<file path="src/rtl/nfca_tx_framer.sv">
// NFC-A reader-to-card frame sequencer: SOF, LSB-first data with odd parity, optional CRC_A, EOF, RX window.
// Optional CRC_A append path is built when NFCA_TX_CRC_EN is defined.
module nfca_tx_framer #(
    parameter int unsigned RX_TIMEOUT = 1048576
) (
    input  logic       rstn,
    input  logic       clk,
    input  logic       tx_tvalid,
    output logic       tx_tready,
    input  logic [7:0] tx_tdata,
    input  logic       tx_tlast,
    input  logic [2:0] tx_tlastb,
    input  logic       tx_tcrc,
    input  logic       tx_req,
    output logic       tx_en,
    output logic       tx_bit,
    input  logic       rx_on,
    output logic       busy,
    output logic       done,
    output logic       underrun
);
    localparam int unsigned TmoW = $clog2(RX_TIMEOUT) + 1;
    localparam logic [TmoW-1:0] TmoLast = TmoW'(RX_TIMEOUT - 1);

    typedef enum logic [2:0] {StIdle, StSof, StData, StPar, StEof, StRxWait} state_e;

    state_e          state_q;
    logic [7:0]      hold_q;
    logic            hold_v_q;
    logic            hold_last_q;
    logic [3:0]      hold_nbits_q;
    logic [7:0]      shift_q;
    logic [2:0]      bit_idx_q;
    logic [3:0]      nbits_q;
    logic            cur_last_q;
    logic            par_q;
    logic            last_acc_q;
    logic            rx_on_q;
    logic            rx_seen_q;
    logic [TmoW-1:0] tmo_q;
    logic            tx_en_q, tx_bit_q, busy_q, done_q, underrun_q;

    logic       accept, ld_hold, ld_crc, ld_en, crc_more, data_end;
    logic [7:0] ld_byte;
    logic [3:0] ld_nbits;
    logic       ld_last;

`ifdef NFCA_TX_CRC_EN
    logic [15:0] crc_q;
    logic        crc_en_q;
    logic [1:0]  crc_ph_q;   // 0: user bytes, 1: CRC lo on air, 2: CRC hi on air
    logic        cur_user;

    function automatic logic [15:0] crc_step(input logic [15:0] c, input logic b);
        crc_step = (c >> 1) ^ ((c[0] ^ b) ? 16'h8408 : 16'h0000);
    endfunction

    assign crc_more = crc_en_q & cur_last_q & (crc_ph_q != 2'd2);
    assign cur_user = (crc_ph_q == 2'd0);
`else
    logic unused_tcrc;
    assign unused_tcrc = tx_tcrc;
    assign crc_more    = 1'b0;
`endif

    assign tx_tready = rstn & ~hold_v_q & ~last_acc_q &
                       (state_q inside {StIdle, StSof, StData, StPar});
    assign accept    = tx_tvalid & tx_tready;
    assign ld_hold   = tx_req & hold_v_q & ((state_q == StSof) | (state_q == StPar));
    assign ld_crc    = tx_req & (state_q == StPar) & ~hold_v_q & crc_more;
    assign ld_en     = ld_hold | ld_crc;
    assign data_end  = ({1'b0, bit_idx_q} == (nbits_q - 4'd1));

    always_comb begin
        ld_byte  = hold_q;
        ld_nbits = hold_nbits_q;
        ld_last  = hold_last_q;
        if (!ld_hold) begin
            ld_nbits = 4'd8;
            ld_last  = 1'b1;
`ifdef NFCA_TX_CRC_EN
            ld_byte  = (crc_ph_q == 2'd0) ? crc_q[7:0] : crc_q[15:8];
`endif
        end
    end

    always_ff @(posedge clk) begin
        if (!rstn) begin
            state_q      <= StIdle;
            hold_q       <= '0;
            hold_v_q     <= 1'b0;
            hold_last_q  <= 1'b0;
            hold_nbits_q <= '0;
            shift_q      <= '0;
            bit_idx_q    <= '0;
            nbits_q      <= '0;
            cur_last_q   <= 1'b0;
            par_q        <= 1'b0;
            last_acc_q   <= 1'b0;
            rx_on_q      <= 1'b0;
            rx_seen_q    <= 1'b0;
            tmo_q        <= '0;
            tx_en_q      <= 1'b0;
            tx_bit_q     <= 1'b0;
            busy_q       <= 1'b0;
            done_q       <= 1'b0;
            underrun_q   <= 1'b0;
`ifdef NFCA_TX_CRC_EN
            crc_q        <= 16'h6363;
            crc_en_q     <= 1'b0;
            crc_ph_q     <= 2'd0;
`endif
        end else begin
            done_q     <= 1'b0;
            underrun_q <= 1'b0;
            rx_on_q    <= rx_on;

            // An accept wins over a same-cycle load: the old byte moves to the shifter.
            if (accept) begin
                hold_q       <= tx_tdata;
                hold_v_q     <= 1'b1;
                hold_last_q  <= tx_tlast;
                hold_nbits_q <= (tx_tlast && tx_tlastb != 3'd0) ? {1'b0, tx_tlastb} : 4'd8;
                if (tx_tlast) last_acc_q <= 1'b1;
            end else if (ld_hold) begin
                hold_v_q <= 1'b0;
            end

            if (ld_en) begin
                shift_q    <= {1'b0, ld_byte[7:1]};
                tx_en_q    <= 1'b1;
                tx_bit_q   <= ld_byte[0];
                bit_idx_q  <= 3'd0;
                nbits_q    <= ld_nbits;
                cur_last_q <= ld_last;
                par_q      <= ~^ld_byte;
                state_q    <= StData;
`ifdef NFCA_TX_CRC_EN
                if (ld_hold) crc_q <= crc_step(crc_q, ld_byte[0]);
                if (ld_crc) crc_ph_q <= crc_ph_q + 2'd1;
`endif
            end

            case (state_q)
                StIdle: begin
                    if (accept) begin
                        busy_q   <= 1'b1;
                        tx_en_q  <= 1'b1;
                        tx_bit_q <= 1'b0;
                        state_q  <= StSof;
`ifdef NFCA_TX_CRC_EN
                        crc_q    <= 16'h6363;
                        crc_en_q <= tx_tcrc;
                        crc_ph_q <= 2'd0;
`endif
                    end
                end
                StData: begin
                    if (tx_req) begin
                        if (data_end) begin
                            if (nbits_q == 4'd8) begin
                                tx_bit_q <= par_q;
                                state_q  <= StPar;
                            end else begin
                                tx_en_q  <= 1'b0;
                                tx_bit_q <= 1'b0;
                                state_q  <= StEof;
                            end
                        end else begin
                            tx_bit_q  <= shift_q[0];
                            shift_q   <= shift_q >> 1;
                            bit_idx_q <= bit_idx_q + 3'd1;
`ifdef NFCA_TX_CRC_EN
                            if (cur_user) crc_q <= crc_step(crc_q, shift_q[0]);
`endif
                        end
                    end
                end
                StPar: begin
                    if (tx_req && !ld_en) begin
                        tx_en_q    <= 1'b0;
                        tx_bit_q   <= 1'b0;
                        state_q    <= StEof;
                        underrun_q <= ~cur_last_q;
                    end
                end
                StEof: begin
                    if (tx_req) begin
                        state_q   <= StRxWait;
                        tmo_q     <= '0;
                        rx_seen_q <= 1'b0;
                    end
                end
                StRxWait: begin
                    tmo_q <= tmo_q + 1'b1;
                    if (rx_on && !rx_on_q) rx_seen_q <= 1'b1;
                    if ((rx_seen_q && !rx_on && rx_on_q) || (tmo_q == TmoLast)) begin
                        done_q     <= 1'b1;
                        busy_q     <= 1'b0;
                        last_acc_q <= 1'b0;
                        state_q    <= StIdle;
                    end
                end
                default: ;
            endcase
        end
    end

    assign tx_en    = tx_en_q;
    assign tx_bit   = tx_bit_q;
    assign busy     = busy_q;
    assign done     = done_q;
    assign underrun = underrun_q;

endmodule

</file>
<file path="config.mk">
export PLATFORM = sky130hd
export DESIGN_NAME = nfca_tx_framer
export DESIGN_NICKNAME = d
export VERILOG_FILES = /design/src/rtl/nfca_tx_framer.sv
export SDC_FILE = /design/constraint.sdc
export NUM_CORES = 1
export LEC_CHECK = 0
export ABC_AREA = 1
export CORE_ASPECT_RATIO = 1.4
export CORE_MARGIN = 4
export CORE_UTILIZATION = 40
export CTS_CLUSTER_DIAMETER = 40
export DETAILED_ROUTE_END_ITERATION = 10
export PLACE_DENSITY_LB_ADDON = 0.12
export SYNTH_ARGS = -nofsm -noshare
export SYNTH_HDL_FRONTEND = slang
export SYNTH_SLANG_ARGS = --single-unit
</file>
<file path="constraint.sdc">
create_clock -name clk -period 3.6 [get_ports clk]
set_input_delay 0.72 -clock clk [delete_from_list [all_inputs] [get_ports clk]]
set_output_delay 0.72 -clock clk [all_outputs]
set_load 0.1 [all_outputs]
</file>
==> flow_summary.yaml <==
placement:
  gp_congestion: 0.8335
  hpwlAfterDp_um: 5423
  pre_cts_ws_ns: 0.9025
  port_buffers: 22
timing:
  finalWorstSetupSlack_ns: 1.072
  slew_violations: 0
  relSlewSlack_pct: 33.76
  skew_ns: 0.01195
  post-route-period-util_pct: 70.23
  fin_setup_tns_ns: 0
  rsz0062_at_grt: "no"
  finalHoldViolations: 0
  setup_viol_count_final: 0
  tightest_slew_ns: 0.9906
  period_needed_ns: 2.528
  clock.fmax_mhz: 395.5
yosys:
  synth_top_area_share_pct: 38.89
  ys_warn_count: 0
  avgSynthCellArea_um2: 6.915
  netlist_top_cells_area: "dfxtp_1, nand2_1, nor2_1"
  synthesis.area_um2: 3243
  synth-seq-cells: 63
  synth_edf_count: 0
  yosys.area.top_type: "dfxtp_1"
  yosysSeqAreaShare_pct: 38.89
  syn_inst: 469
  synthFlopType: "dfxtp_1"
  synth.distinct_cells: 41
  synth.net_count: 490
  ys_async_sr_fraction_pct: 0
clock_tree:
  cts_tree: "yes"
  clock-sinks: 63
  ctsResizeCount: 0
  clock_latency_ns: 0.34
  htree_levels: 3
  cts-root-buf: "clkbuf_8"
  holdBufCountCts: 0
  path_clk_slew_ns: 0.07
  cts_buffers: 9
  post-cts-setup-buffers: 0
  clk_path_buf_depth: 2
die:
  die_h_um: 114.5
  core_um2: 7845
  pin_count: 24
  row_count: 38
  die-area_um2: 9633
  die_w_um: 84.10
  initial_core_util_pct: 41.34
detailed_routing:
  viasPerCell: 4.970
  via_count: 2947
  totalWireLength_um: 7685
  wl_met2_um: 3873
  drt_iter0_drc: 104
  drt_pass1_iterations: 5
  drc: 0
  route.layer.met1.wl_um: 3409
  top_layer: "met4"
  wl_met3_um: 162
  ant_nets: 0
  wl_per_cell_um: 12.96
cells_and_area:
  syn_to_final_growth_pct: 16.13
  layout_common_cells: "nand2_1, dfxtp_1, nor2_1"
  n_antenna_cell: 0
  drive_gt1_share_pct: 10.34
  final_common_cell: "nand2_1"
  nets: 509
  final_core_util_pct: 48.01
  fill_cells: 814
global_routing:
  grt_pass1_vias: 2786
  grt_pass1_wl_um: 13010
  antenna_found_initial: 0
  grt-ovfl-total: 0
  grt_start_max_net_pins: 34
  grt_usage_pct: 16.76
min_path:
  hold_end: "hold_nbits_q[0]"
  hold-path-cell-count: 2
  hold_start: "hold_nbits_q[0]"
  hp-class: "register to register"
worst_setup_path:
  critPathTopFamily: "buffers and inverters"
  critical_path.max_stage_delay_ns: 1.13
  critPathRequiredTime_ns: 2.88
  ff2ff_path_depth: 9
  cpMaxStageDelayCell: "clkdlybuf4s50_1"
  r2r_slack_ns: 1.56
  r2r-start: "state_q[2]"
  start_kind: "register"
  crit_fanout: 2
  r2r_end: "state_q[0]"
  crit_chain: "clkdlybuf4s50_1"
  worstPathArrival_ns: 1.81
  crit_type: "register to output pin"
  end_kind: "output pin"
  crit_buf_inv: 1
job:
  maxCapViolations: 0
power:
  leakagePower_nw: 1.498
  cellPowerDensity_nw_per_um2: 528.1
  irDropWorstVdd_mv: 0.2712
outcome:
  status: "complete, no violations"
## registers in the layout, indices dropped and copies added (netlist names)
signal and flops:
tmo_q 21, cur_last_q 1, busy 1, done 1, rx_seen_q 1, par_q 1
hold_last_q 1, state_q 3, last_acc_q 1, hold_q 8, nbits_q 4, hold_nbits_q 4
underrun 1, rx_on_q 1, tx_en 1, tx_bit 1, shift_q 8, hold_v_q 1
bit_idx_q 3
## power by group
| part | total, mW | switching [mW] | internal, mW |
|---|---|---|---|
| clock network | 0.717 | 0.291 | 0.427 |
| logic | 0.460 | 0.295 | 0.164 |
| registers | 0.812 | 0.0672 | 0.744 |
## metal layers
metal,vias to the layer above,global-route usage [%]
met4,0,7.618
met1,1339,19.18
met3,14,2.232
met5,-,0
met2,38,30.66
li1,1556,-
## layout make-up
cell class	count	area, um^2	area share [%]
multi-input cells	336	1697	45.05
flip-flops and latches	63	1261	33.49
repair buffers	25	252.7	6.711
inverters	53	198.9	5.282
clock buffers	11	151.4	4.020
well taps	100	125.1	3.322
clock inverters	5	80.08	2.126
## stage by stage
| step | power, mW | hold slack, ns | cell area [um^2] | instances |
|---|---|---|---|---|
| after detailed placement | 1.292 | 0.4532 | 3535 | 577 |
| final | 1.989 | 0.4624 | 3766 | 593 |
| after global routing | 2.096 | 0.4908 | 3766 | 593 |
| after floorplan | 1.181 | 0.3993 | 3258 | 469 |
| after global placement | 1.286 | 0.4473 | 3535 | 577 |
| after CTS | 2.007 | 0.4652 | 3766 | 593 |
## worst max-delay path by stage
stage | start | end | slack [ns] | cells past startpoint
after global placement | rstn | last_acc_q | 0.93 | 8
final | tx_en | tx_en | 1.07 | 1
after floorplan | rstn | tx_tready | 0.62 | 4
after CTS | tx_en | tx_en | 1.05 | 1
after detailed placement | rstn | last_acc_q | 0.90 | 8
after global routing | tx_en | tx_en | 1.00 | 1
## kinds of logic (layout without fill, tap and decap cells)
group,after synthesis,in the layout,synth area share (%)
simple gates,247,247,34.76
compound gates,78,78,13.77
buf+inv,70,94,9.259
flops,63,63,38.89
xor+xnor,8,8,2.161
fa+ha+maj,3,3,1.158
## Yosys cell counts, types with 3 or more instances
master    number
a211oi_1       3
a21oi_1       39
buf_1          3
buf_2          3
buf_4          5
clkbuf_1       4
dfxtp_1       63
ha_1           3
inv_1         45
inv_2          8
nand2_1      122
nand3_1       30
nand3_2        3
nand4_1        7
nor2_1        57
nor2_2         3
nor2_4         5
nor3_1        10
o21ai_0       23
xnor2_1        6
(Power assumes the default switching activity.)
